**config.mk**
```make
export PLATFORM = sky130hd
export DESIGN_NAME = tdm_demux_1x4_flat
export DESIGN_NICKNAME = d
export VERILOG_FILES = /design/src/rtl/tdm_demux_1x4_pkg.sv /design/src/rtl/tdm_demux_1x4_if.sv /design/src/rtl/tdm_demux_1x4_slot_reg.sv /design/src/rtl/tdm_demux_1x4.sv /design/src/flat_wrapper.sv
export SDC_FILE = /design/constraint.sdc
export NUM_CORES = 1
export LEC_CHECK = 0
export ABC_CLOCK_PERIOD_IN_PS = 2000
export CELL_PAD_IN_SITES_DETAIL_PLACEMENT = 0
export CELL_PAD_IN_SITES_GLOBAL_PLACEMENT = 1
export CORE_MARGIN = 4
export CORE_UTILIZATION = 36
export CTS_CLUSTER_DIAMETER = 60
export CTS_CLUSTER_SIZE = 8
export DETAILED_ROUTE_END_ITERATION = 10
export PLACE_DENSITY = 0.76
export SETUP_SLACK_MARGIN = 0.15
export SLEW_MARGIN = 30
export SYNTH_ARGS = -nofsm -noshare
export SYNTH_HDL_FRONTEND = slang
export SYNTH_SLANG_ARGS = --single-unit
```
**constraint.sdc**
```tcl
create_clock -name clk -period 2 [get_ports clk]
set_clock_uncertainty 0.1 [all_clocks]
set_input_delay 0.6 -clock clk [delete_from_list [all_inputs] [get_ports clk]]
set_output_delay 0.6 -clock clk [all_outputs]
set_load 0.01 [all_outputs]
```
**src/rtl/tdm_demux_1x4_pkg.sv**
```systemverilog
// tdm_demux_1x4_pkg: shared TDM framing constants and receiver state encoding
package tdm_demux_1x4_pkg;
    localparam int TDM_NUM_SLOTS = 4;
    localparam int TDM_SLOT_W    = 2;
    typedef enum logic {
        ST_HUNT   = 1'b0,
        ST_LOCKED = 1'b1
    } state_t;
endpackage

```
**src/rtl/tdm_demux_1x4_if.sv**
```systemverilog
// tdm_demux_1x4_if: serial lane in (din/din_valid/frame_sync), committed channels and status out
interface tdm_demux_1x4_if #(parameter int WIDTH = 1);
    import tdm_demux_1x4_pkg::*;
    logic [WIDTH-1:0]      din;
    logic                  din_valid;
    logic                  frame_sync;
    logic [WIDTH-1:0]      dout0;
    logic [WIDTH-1:0]      dout1;
    logic [WIDTH-1:0]      dout2;
    logic [WIDTH-1:0]      dout3;
    logic                  frame_done;
    logic [TDM_SLOT_W-1:0] sel;
    logic                  locked;
    logic                  sync_err;
    modport master (
        output din, din_valid, frame_sync,
        input  dout0, dout1, dout2, dout3, frame_done, sel, locked, sync_err
    );
    modport slave (
        input  din, din_valid, frame_sync,
        output dout0, dout1, dout2, dout3, frame_done, sel, locked, sync_err
    );
endinterface

```
**src/rtl/tdm_demux_1x4_slot_reg.sv**
```systemverilog
// tdm_slot_reg: per-slot shadow + commit register; ports clk, rst, load, commit, d in, q out
module tdm_slot_reg #(
    parameter int WIDTH  = 1,
    parameter bit BYPASS = 1'b0
) (
    input  logic             clk,
    input  logic             rst,
    input  logic             load,
    input  logic             commit,
    input  logic [WIDTH-1:0] d,
    output logic [WIDTH-1:0] q
);
    logic [WIDTH-1:0] shadow;
    // the last slot commits straight from the lane on the same beat it arrives
    always_ff @(posedge clk or posedge rst) begin
        if (rst) begin
            shadow <= '0;
            q      <= '0;
        end else begin
            if (load) shadow <= d;
            if (commit) q <= BYPASS ? d : shadow;
        end
    end
endmodule

```
**src/rtl/tdm_demux_1x4.sv**
```systemverilog
// tdm_demux_1x4: 4-slot TDM receiver; clk, rst, bus (slave): lane in, framed channels and status out
module tdm_demux_1x4
    import tdm_demux_1x4_pkg::*;
#(
    parameter int WIDTH = 1
) (
    input logic            clk,
    input logic            rst,
    tdm_demux_1x4_if.slave bus
);
    state_t                   state, state_n;
    logic [TDM_SLOT_W-1:0]    sel, sel_n;
    logic [TDM_NUM_SLOTS-1:0] load;
    logic                     commit, err, frame_done, sync_err;
    logic [WIDTH-1:0]         dq [TDM_NUM_SLOTS];
    always_ff @(posedge clk or posedge rst) begin
        if (rst) begin
            state      <= ST_HUNT;
            sel        <= '0;
            frame_done <= 1'b0;
            sync_err   <= 1'b0;
        end else begin
            state      <= state_n;
            sel        <= sel_n;
            frame_done <= commit;
            sync_err   <= err;
        end
    end
    // frame_sync always restarts a frame; it is an error only when it cuts a partial frame short
    always_comb begin
        state_n = state;
        sel_n   = sel;
        load    = '0;
        commit  = 1'b0;
        err     = 1'b0;
        if (bus.din_valid) begin
            if (bus.frame_sync) begin
                err     = state == ST_LOCKED && sel != '0;
                state_n = ST_LOCKED;
                sel_n   = TDM_SLOT_W'(1);
                load    = TDM_NUM_SLOTS'(1);
            end else if (state == ST_LOCKED) begin
                if (sel == '0) begin
                    err     = 1'b1;
                    state_n = ST_HUNT;
                end else begin
                    load   = TDM_NUM_SLOTS'(1) << sel;
                    sel_n  = sel + 1'b1;
                    commit = sel == TDM_SLOT_W'(TDM_NUM_SLOTS - 1);
                end
            end
        end
    end
    always_comb begin
        bus.locked     = state == ST_LOCKED;
        bus.sel        = sel;
        bus.frame_done = frame_done;
        bus.sync_err   = sync_err;
        bus.dout0      = dq[0];
        bus.dout1      = dq[1];
        bus.dout2      = dq[2];
        bus.dout3      = dq[3];
    end
    for (genvar k = 0; k < TDM_NUM_SLOTS; k++) begin : g_slot
        tdm_slot_reg #(
            .WIDTH  (WIDTH),
            .BYPASS (k == TDM_NUM_SLOTS - 1)
        ) u_slot (
            .clk    (clk),
            .rst    (rst),
            .load   (load[k]),
            .commit (commit),
            .d      (bus.din),
            .q      (dq[k])
        );
    end
endmodule
```
**src/flat_wrapper.sv**
```systemverilog
// flat-port wrapper written by rule: the top's interface ports become plain ports
module tdm_demux_1x4_flat import tdm_demux_1x4_pkg::*;
#(
    parameter int WIDTH = 1
)
  (clk, rst, bus_din, bus_din_valid, bus_frame_sync, bus_dout0, bus_dout1, bus_dout2, bus_dout3, bus_frame_done, bus_sel, bus_locked, bus_sync_err);
  tdm_demux_1x4_if #(.WIDTH(WIDTH)) bus_i ();
  input logic clk;
  input logic rst;
  input wire logic [$bits(bus_i.din)-1:0] bus_din;
  input wire logic [$bits(bus_i.din_valid)-1:0] bus_din_valid;
  input wire logic [$bits(bus_i.frame_sync)-1:0] bus_frame_sync;
  output wire logic [$bits(bus_i.dout0)-1:0] bus_dout0;
  output wire logic [$bits(bus_i.dout1)-1:0] bus_dout1;
  output wire logic [$bits(bus_i.dout2)-1:0] bus_dout2;
  output wire logic [$bits(bus_i.dout3)-1:0] bus_dout3;
  output wire logic [$bits(bus_i.frame_done)-1:0] bus_frame_done;
  output wire logic [$bits(bus_i.sel)-1:0] bus_sel;
  output wire logic [$bits(bus_i.locked)-1:0] bus_locked;
  output wire logic [$bits(bus_i.sync_err)-1:0] bus_sync_err;
  assign bus_i.din = bus_din;
  assign bus_i.din_valid = bus_din_valid;
  assign bus_i.frame_sync = bus_frame_sync;
  assign bus_dout0 = bus_i.dout0;
  assign bus_dout1 = bus_i.dout1;
  assign bus_dout2 = bus_i.dout2;
  assign bus_dout3 = bus_i.dout3;
  assign bus_frame_done = bus_i.frame_done;
  assign bus_sel = bus_i.sel;
  assign bus_locked = bus_i.locked;
  assign bus_sync_err = bus_i.sync_err;
  tdm_demux_1x4 #(.WIDTH(WIDTH)) u_core (.clk(clk), .rst(rst), .bus(bus_i));
endmodule
```
==> results.json, run 1 <==
{
  "path_class": "primary input to flop",
  "die_h_um": 47.5,
  "slowest_stage": "clkdlybuf4s50_1",
  "num_vias": 355,
  "ys_ff_latch": 12,
  "grt-ovfl-total": 0,
  "grt_first_pass_wirelength_mm": 1.50,
  "finalSetupViolCount": 0,
  "synth-xor-area-share_pct": 1.56,
  "viasPerCell": 4.73,
  "root_buffer": "clkbuf_4",
  "io_pins": 14,
  "drv_slew": 0,
  "area_growth_pct": 35.2,
  "crit_required_ns": 2.04,
  "finalWeightedCongestion": 0.649,
  "netSwitchingPower_w": 0.000302,
  "crit_family": "buffers and inverters",
  "cp_num_buf_inv": 1,
  "worst_slew_pin_slew_ns": 0.428,
  "grt_max_degree": 13,
  "hold_viol": 0,
  "p_int_w": 0.000648,
  "p_sw_share_pct": 31.8,
  "fin_crit_sh_pct": 84.3,
  "rrSetupSlack_ns": 0.47,
  "min_period_ns": 1.69,
  "synthAdderAreaFrac_pct": 8.91,
  "p_clk_share_pct": 14.3,
  "crit_path_start": "bus_frame_sync",
  "drc": 0,
  "total_leakage_power_nw": 0.464,
  "fin_tns_setup_ns": 0,
  "power.share.sequential_pct": 41.8,
  "r2r-start": "u_core.bus.sel[1]$_DFFE_PP0P_",
  "hold_path_depth": 1,
  "h-tree-depth": 1,
  "core_area_sq_mm": 0.00138,
  "die_x_um": 47.5,
  "numPortBuffers": 13,
  "seq_area_frac_synth_pct": 53.5,
  "crit_arrival_ns": 1.73,
  "drt-initial-drc-count": 2,
  "antenna_found_initial": 0,
  "cts_buffers": 3,
  "start_util_pct": 40.6,
  "grt_pass1_vias": 351,
  "max-slew-margin-rel_pct": 71.4,
  "die_area_sq_mm": 0.00226,
  "ant_nets": 0,
  "muxShareOfSynthArea_pct": 18.5,
  "slowest_delay_ns": 0.48,
  "startpoint_type": "primary input",
  "cts_tree": "built",
  "finalWorstSetupSlack_ns": 0.315,
  "track_usage_pct": 9.97,
  "routed_wirelength_um": 943,
  "status": "completed",
  "total_power_w": 0.000950,
  "worstPathMaxFanout": 5,
  "p_comb_share_pct": 43.9,
  "ir_worst_vdd_mv": 0.563,
  "hpwl_um": 719,
  "nets": 71,
  "pre_cts_ws_ns": 0.0424,
  "fill_cells": 125,
  "drv_cap": 0,
  "antenna_cells": 0,
  "drt-wirelength-per-cell_um": 12.6,
  "synth_area_sq_um": 562,
  "cts_hold_buf": 0,
  "power.density_mw_per_mm2": 1250,
  "synth.avg_cell_area_sq_um": 13.7,
  "synthSimpleGateAreaFrac_pct": 10.7,
  "max_freq_mhz": 593,
  "synth_top_family_by_area": "multiplexers",
  "rr_worst_depth": 6,
  "min_path_type": "flop to flop",
  "syn_nets": 50,
  "worst_hold_path.endpoint": "u_core.g_slot[2].u_slot.shadow$_DFFE_PP0P_",
  "syn-instance-count": 41,
  "drt_pass1_iterations": 2,
  "rsz0062_at_grt": "no",
  "synth_compound_area_share_pct": 4.23,
  "clk_pin_slew_ns": 0.06,
  "numClockSinks": 12,
  "clock_latency_ns": 0.26,
  "core.rowCount": 13,
  "drive_gt1_share_pct": 26.7,
  "netlist-cell-type-count": 16,
  "final_util_pct": 54.9,
  "cts_buffer_depth": 2,
  "yosysWarnings": 0,
  "worstHoldStart": "u_core.g_slot[2].u_slot.shadow$_DFFE_PP0P_",
  "r2r-end": "u_core.bus.sel[1]$_DFFE_PP0P_",
  "crit_path_end_kind": "flop",
  "crit_chain": "clkdlybuf4s50_1 > and3b_2 > nand2_4 > mux2_4"
}
-- metrics by stage --
stage,instances,hold WS [ns],instance area [sq um]
4_1_cts,75,0.405,749
3_5_place_dp,71,0.390,726
6_report,75,0.400,759
3_3_place_gp,71,0.388,726
2_1_floorplan,41,0.364,562
5_1_grt,75,0.421,759
-- power groups by stage --
| stage | Sequential, W | Combinational, W | Clock (W) |
|---|---|---|---|
| 4_1_cts | 0.000400 | 0.000426 | 0.000140 |
| 2_1_floorplan | 0.000434 | 0.000212 | 0 |
| 3_5_place_dp | 0.000412 | 0.000438 | 0 |
| 6_report | 0.000397 | 0.000417 | 0.000136 |
| 3_3_place_gp | 0.000410 | 0.000436 | 0 |
| 5_1_grt | 0.000411 | 0.000453 | 0.000155 |
-- what timing repair did --
item,4_1_cts,5_1_grt
resized for setup,5,4
setup endpoints to repair,6,4
setup buffers,1,0
-- sequential cells by signal, summed over array words and instances, names as in the netlist --
name and cells:
u_core.bus.sync_err 1, u_core.g_slot.u_slot.shadow 3, u_core.g_slot.u_slot.q 4, u_core.bus.frame_done 1
u_core.bus.locked 1, u_core.bus.sel 2
-- routing by layer --
| metal | vias up | global-route usage [%] | share of wire [%] |
|---|---|---|---|
| met5 | - | 0 | 0 |
| met4 | 0 | 4.97 | 0 |
| met3 | 0 | 4.51 | 11 |
| met2 | 14 | 15.0 | 44 |
| met1 | 166 | 12.0 | 45 |
| li1 | 175 | - | - |
-- layout by cell type, fill, tap and decap left out, drive strengths merged --
| master | Yosys | final |
|---|---|---|
| and3b | 2 | 2 |
| mux2i | 1 | 1 |
| buf | 0 | 3 |
| o21ai | 1 | 1 |
| nor2b | 1 | 1 |
| clkdlybuf4s50 | 0 | 4 |
| dlymetal6s2s | 0 | 4 |
| clkbuf | 0 | 3 |
| dfrtp | 12 | 12 |
| inv | 4 | 4 |
| dlygate4sd2 | 0 | 5 |
| ha | 4 | 4 |
| nand2 | 5 | 5 |
| xor2 | 1 | 1 |
| mux2 | 7 | 7 |
| a22o | 2 | 2 |
| and3 | 1 | 1 |
-- kinds of logic (layout without fill, tap and decap cells) --
| family | after synthesis | in the layout |
|---|---|---|
| buf+inv | 4 | 23 |
| fa+ha+maj | 4 | 4 |
| mux | 8 | 8 |
| simple gates | 9 | 9 |
| xor+xnor | 1 | 1 |
| flops | 12 | 12 |
| compound gates | 3 | 3 |
-- Yosys cell counts --
cell type,number,area share [%]
dfrtp_1,12,53
ha_1,4,8.9
inv_1,4,2.7
mux2_4,4,11
nand2_1,4,2.7
and3b_2,2,3.6
mux2_1,2,4.0
a22o_1,1,1.6
a22o_2,1,1.8
and3_2,1,1.3
mux2_2,1,2.0
mux2i_1,1,1.8
nand2_4,1,2.0
nor2b_1,1,1.1
o21ai_0,1,0.89
xor2_1,1,1.6
-- how the worst max path moves through the flow --
stage | to | slack [ns] | depth (start not counted)
final | u_core.g_slot[1].u_slot.q$_DFFE_PP0P_ | 0.31 | 4
after global routing | bus_sel[0] | 0.27 | 1
after CTS | bus_sel[1] | 0.13 | 1
after detailed placement | u_core.g_slot[0].u_slot.q$_DFFE_PP0P_ | 0.04 | 4
after global placement | u_core.g_slot[1].u_slot.q$_DFFE_PP0P_ | 0.06 | 4
after floorplan | u_core.g_slot[0].u_slot.q$_DFFE_PP0P_ | 0.55 | 3
-- cell type report --
class	count	area (sq um)	share of cell area (%)
Sequential cell	12	300	39.5
Multi-Input combinational cell	25	246	32.5
Timing Repair Buffer	16	156	20.6
Clock buffer	3	22.5	2.97
Tap cell	15	18.8	2.47
Inverter	4	15.0	1.98
Note: power is estimated with default switching activity, not from simulation.
==> run 2, diff against run 1 <==
--- a/config.mk
+++ b/config.mk
@@ -5,7 +5,7 @@
 export SDC_FILE = /design/constraint.sdc
 export NUM_CORES = 1
 export LEC_CHECK = 0
-export ABC_CLOCK_PERIOD_IN_PS = 2000
+export ABC_CLOCK_PERIOD_IN_PS = 1800
 export CELL_PAD_IN_SITES_DETAIL_PLACEMENT = 0
 export CELL_PAD_IN_SITES_GLOBAL_PLACEMENT = 1
 export CORE_MARGIN = 4
==> constraint.sdc (replaced) <==
create_clock -name clk -period 1.8 [get_ports clk]
set_clock_uncertainty 0.1 [all_clocks]
set_input_delay 0.54 -clock clk [delete_from_list [all_inputs] [get_ports clk]]
set_output_delay 0.54 -clock clk [all_outputs]
set_load 0.01 [all_outputs]
==> run 2 against run 1 <==
Cell area up 2.0%. Utilization up 1.1 points. Cell count up 4.0%. Register-to-register slack worse by 0.19 ns. Via count up 4.8%. Global-route usage up 1.5 points. Power up 20%. Sequential power up 10%. Count of clock-buffer cells in the layout up 1. Die area unchanged. Combinational power up 16%. Worst setup slack worse by 0.12 ns. Largest cell class unchanged. Highest routed layer unchanged.
==> results.json, run 2 (same netlist as run 1, synthesis figures left out) <==
{
  "drt-wirelength-per-cell_um": 12.6,
  "crit_family": "flip-flops",
  "drv_cap": 0,
  "cts_tree": "built",
  "max-slew-margin-rel_pct": 70.3,
  "fin_crit_sh_pct": 89.4,
  "min_path_type": "flop to flop",
  "drv_slew": 0,
  "io_pins": 14,
  "largest_reg_flops": 4,
  "clock_latency_ns": 0.27,
  "crit_arrival_ns": 0.97,
  "status": "completed",
  "slowest_stage": "dfrtp_1",
  "worstPathMaxFanout": 4,
  "finalSetupViolCount": 0,
  "reg_top3": "u_core.g_slot.u_slot.q x4, u_core.g_slot.u_slot.shadow x3, u_core.bus.sel x2",
  "cts_buffers": 3,
  "cp_num_buf_inv": 1,
  "cts_buffer_depth": 2,
  "h-tree-depth": 1,
  "core_area_sq_mm": 0.00138,
  "root_buffer": "clkbuf_4",
  "crit_chain": "dlygate4sd2_1",
  "viasPerCell": 4.77,
  "antenna_cells": 0,
  "rsz0062_at_grt": "yes",
  "power.density_mw_per_mm2": 1470,
  "total_power_w": 0.00114,
  "path_class": "flop to output port",
  "ir_worst_vdd_mv": 0.741,
  "total_leakage_power_nw": 0.431,
  "grt-ovfl-total": 0,
  "routed_wirelength_um": 982,
  "crit_path_end_kind": "output port",
  "drc": 0,
  "grt_max_degree": 13,
  "drt-initial-drc-count": 2,
  "slowest_delay_ns": 0.41,
  "startpoint_type": "flop",
  "ant_nets": 0,
  "nets": 73,
  "rrSetupSlack_ns": 0.28,
  "final_util_pct": 56.0,
  "core.rowCount": 13,
  "start_util_pct": 40.6,
  "pre_cts_ws_ns": -0.103,
  "drive_gt1_share_pct": 30.2,
  "final_cell_mix": "dfrtp_1 (12), dlygate4sd2_1 (8), buf_4 (5)",
  "drt_pass1_iterations": 2,
  "numClockSinks": 12,
  "min_period_ns": 1.61,
  "die_x_um": 47.5,
  "die_h_um": 47.5,
  "antenna_found_initial": 0,
  "dpl_cell_area_sq_um": 733,
  "max_freq_mhz": 621,
  "design_area_sq_um": 774,
  "grt_first_pass_wirelength_mm": 1.67,
  "hpwl_um": 743,
  "hold_viol": 0,
  "regMostFlops": "u_core.g_slot.u_slot.q",
  "worst_slew_pin_slew_ns": 0.445,
  "finalWorstSetupSlack_ns": 0.191,
  "crit_required_ns": 1.16,
  "finalWeightedCongestion": 0.623,
  "track_usage_pct": 11.4,
  "fin_tns_setup_ns": 0,
  "numPortBuffers": 13,
  "final_common_cell": "dfrtp_1",
  "die_area_sq_mm": 0.00226,
  "num_vias": 372,
  "area_growth_pct": 37.9,
  "clk_pin_slew_ns": 0.08,
  "grt_pass1_vias": 395
}
## run 2: power by group
part	switching, W	internal (W)
registers	0.0000624	0.000374
logic	0.000202	0.000283
clock network	0.0000938	0.000123
## run 2: worst register-to-register path: stages (launching register included)
cell     delay (ns)
dfrtp_1        0.39
buf_4          0.15
inv_1          0.07
ha_1           0.21
nor2b_1        0.07
and3b_2        0.20
a22o_1         0.22
## run 2: metrics by stage
stage,hold slack [ns],std cells
final,0.399,78
after global routing,0.436,78
after CTS,0.407,76
after detailed placement,0.390,72
after global placement,0.391,72
after floorplan,0.305,41
## run 2: layer usage
metal  GRT usage [%]  share of wire, %
met4            9.94                 0
met3            4.51               9.8
met1            12.7                46
met5               0                 0
met2            16.8                44
## run 2: what timing repair did
| item | CTS | global route |
|---|---|---|
| endpoints found under the setup margin | 9 | 2 |
| gates cloned | 0 | 0 |
| hold buffers | 0 | 0 |
| gates resized for setup | 9 | 1 |
| setup buffers | 0 | 2 |
## run 2: layout make-up
cell class	count	area [sq um]
Fill cell	126	608
Sequential cell	12	300
Multi-Input combinational cell	25	246
Timing Repair Buffer	18	158
Clock buffer	4	36.3
Tap cell	15	18.8
Inverter	4	15.0
## run 2: path summary, 6_finish.rpt
check	start	endpoint	cells after the start
min reg2reg	u_core.g_slot[1].u_slot.shadow$_DFFE_PP0P_	u_core.g_slot[1].u_slot.shadow$_DFFE_PP0P_	1
min	u_core.g_slot[1].u_slot.shadow$_DFFE_PP0P_	u_core.g_slot[1].u_slot.shadow$_DFFE_PP0P_	1
min in group asynchronous	rst	u_core.g_slot[3].u_slot.q$_DFFE_PP0P_	2
max	u_core.bus.locked$_DFFE_PP0P_	bus_locked	1
max in group asynchronous	rst	u_core.g_slot[0].u_slot.q$_DFFE_PP0P_	2
max reg2reg	u_core.bus.sel[1]$_DFFE_PP0P_	u_core.bus.sel[1]$_DFFE_PP0P_	6
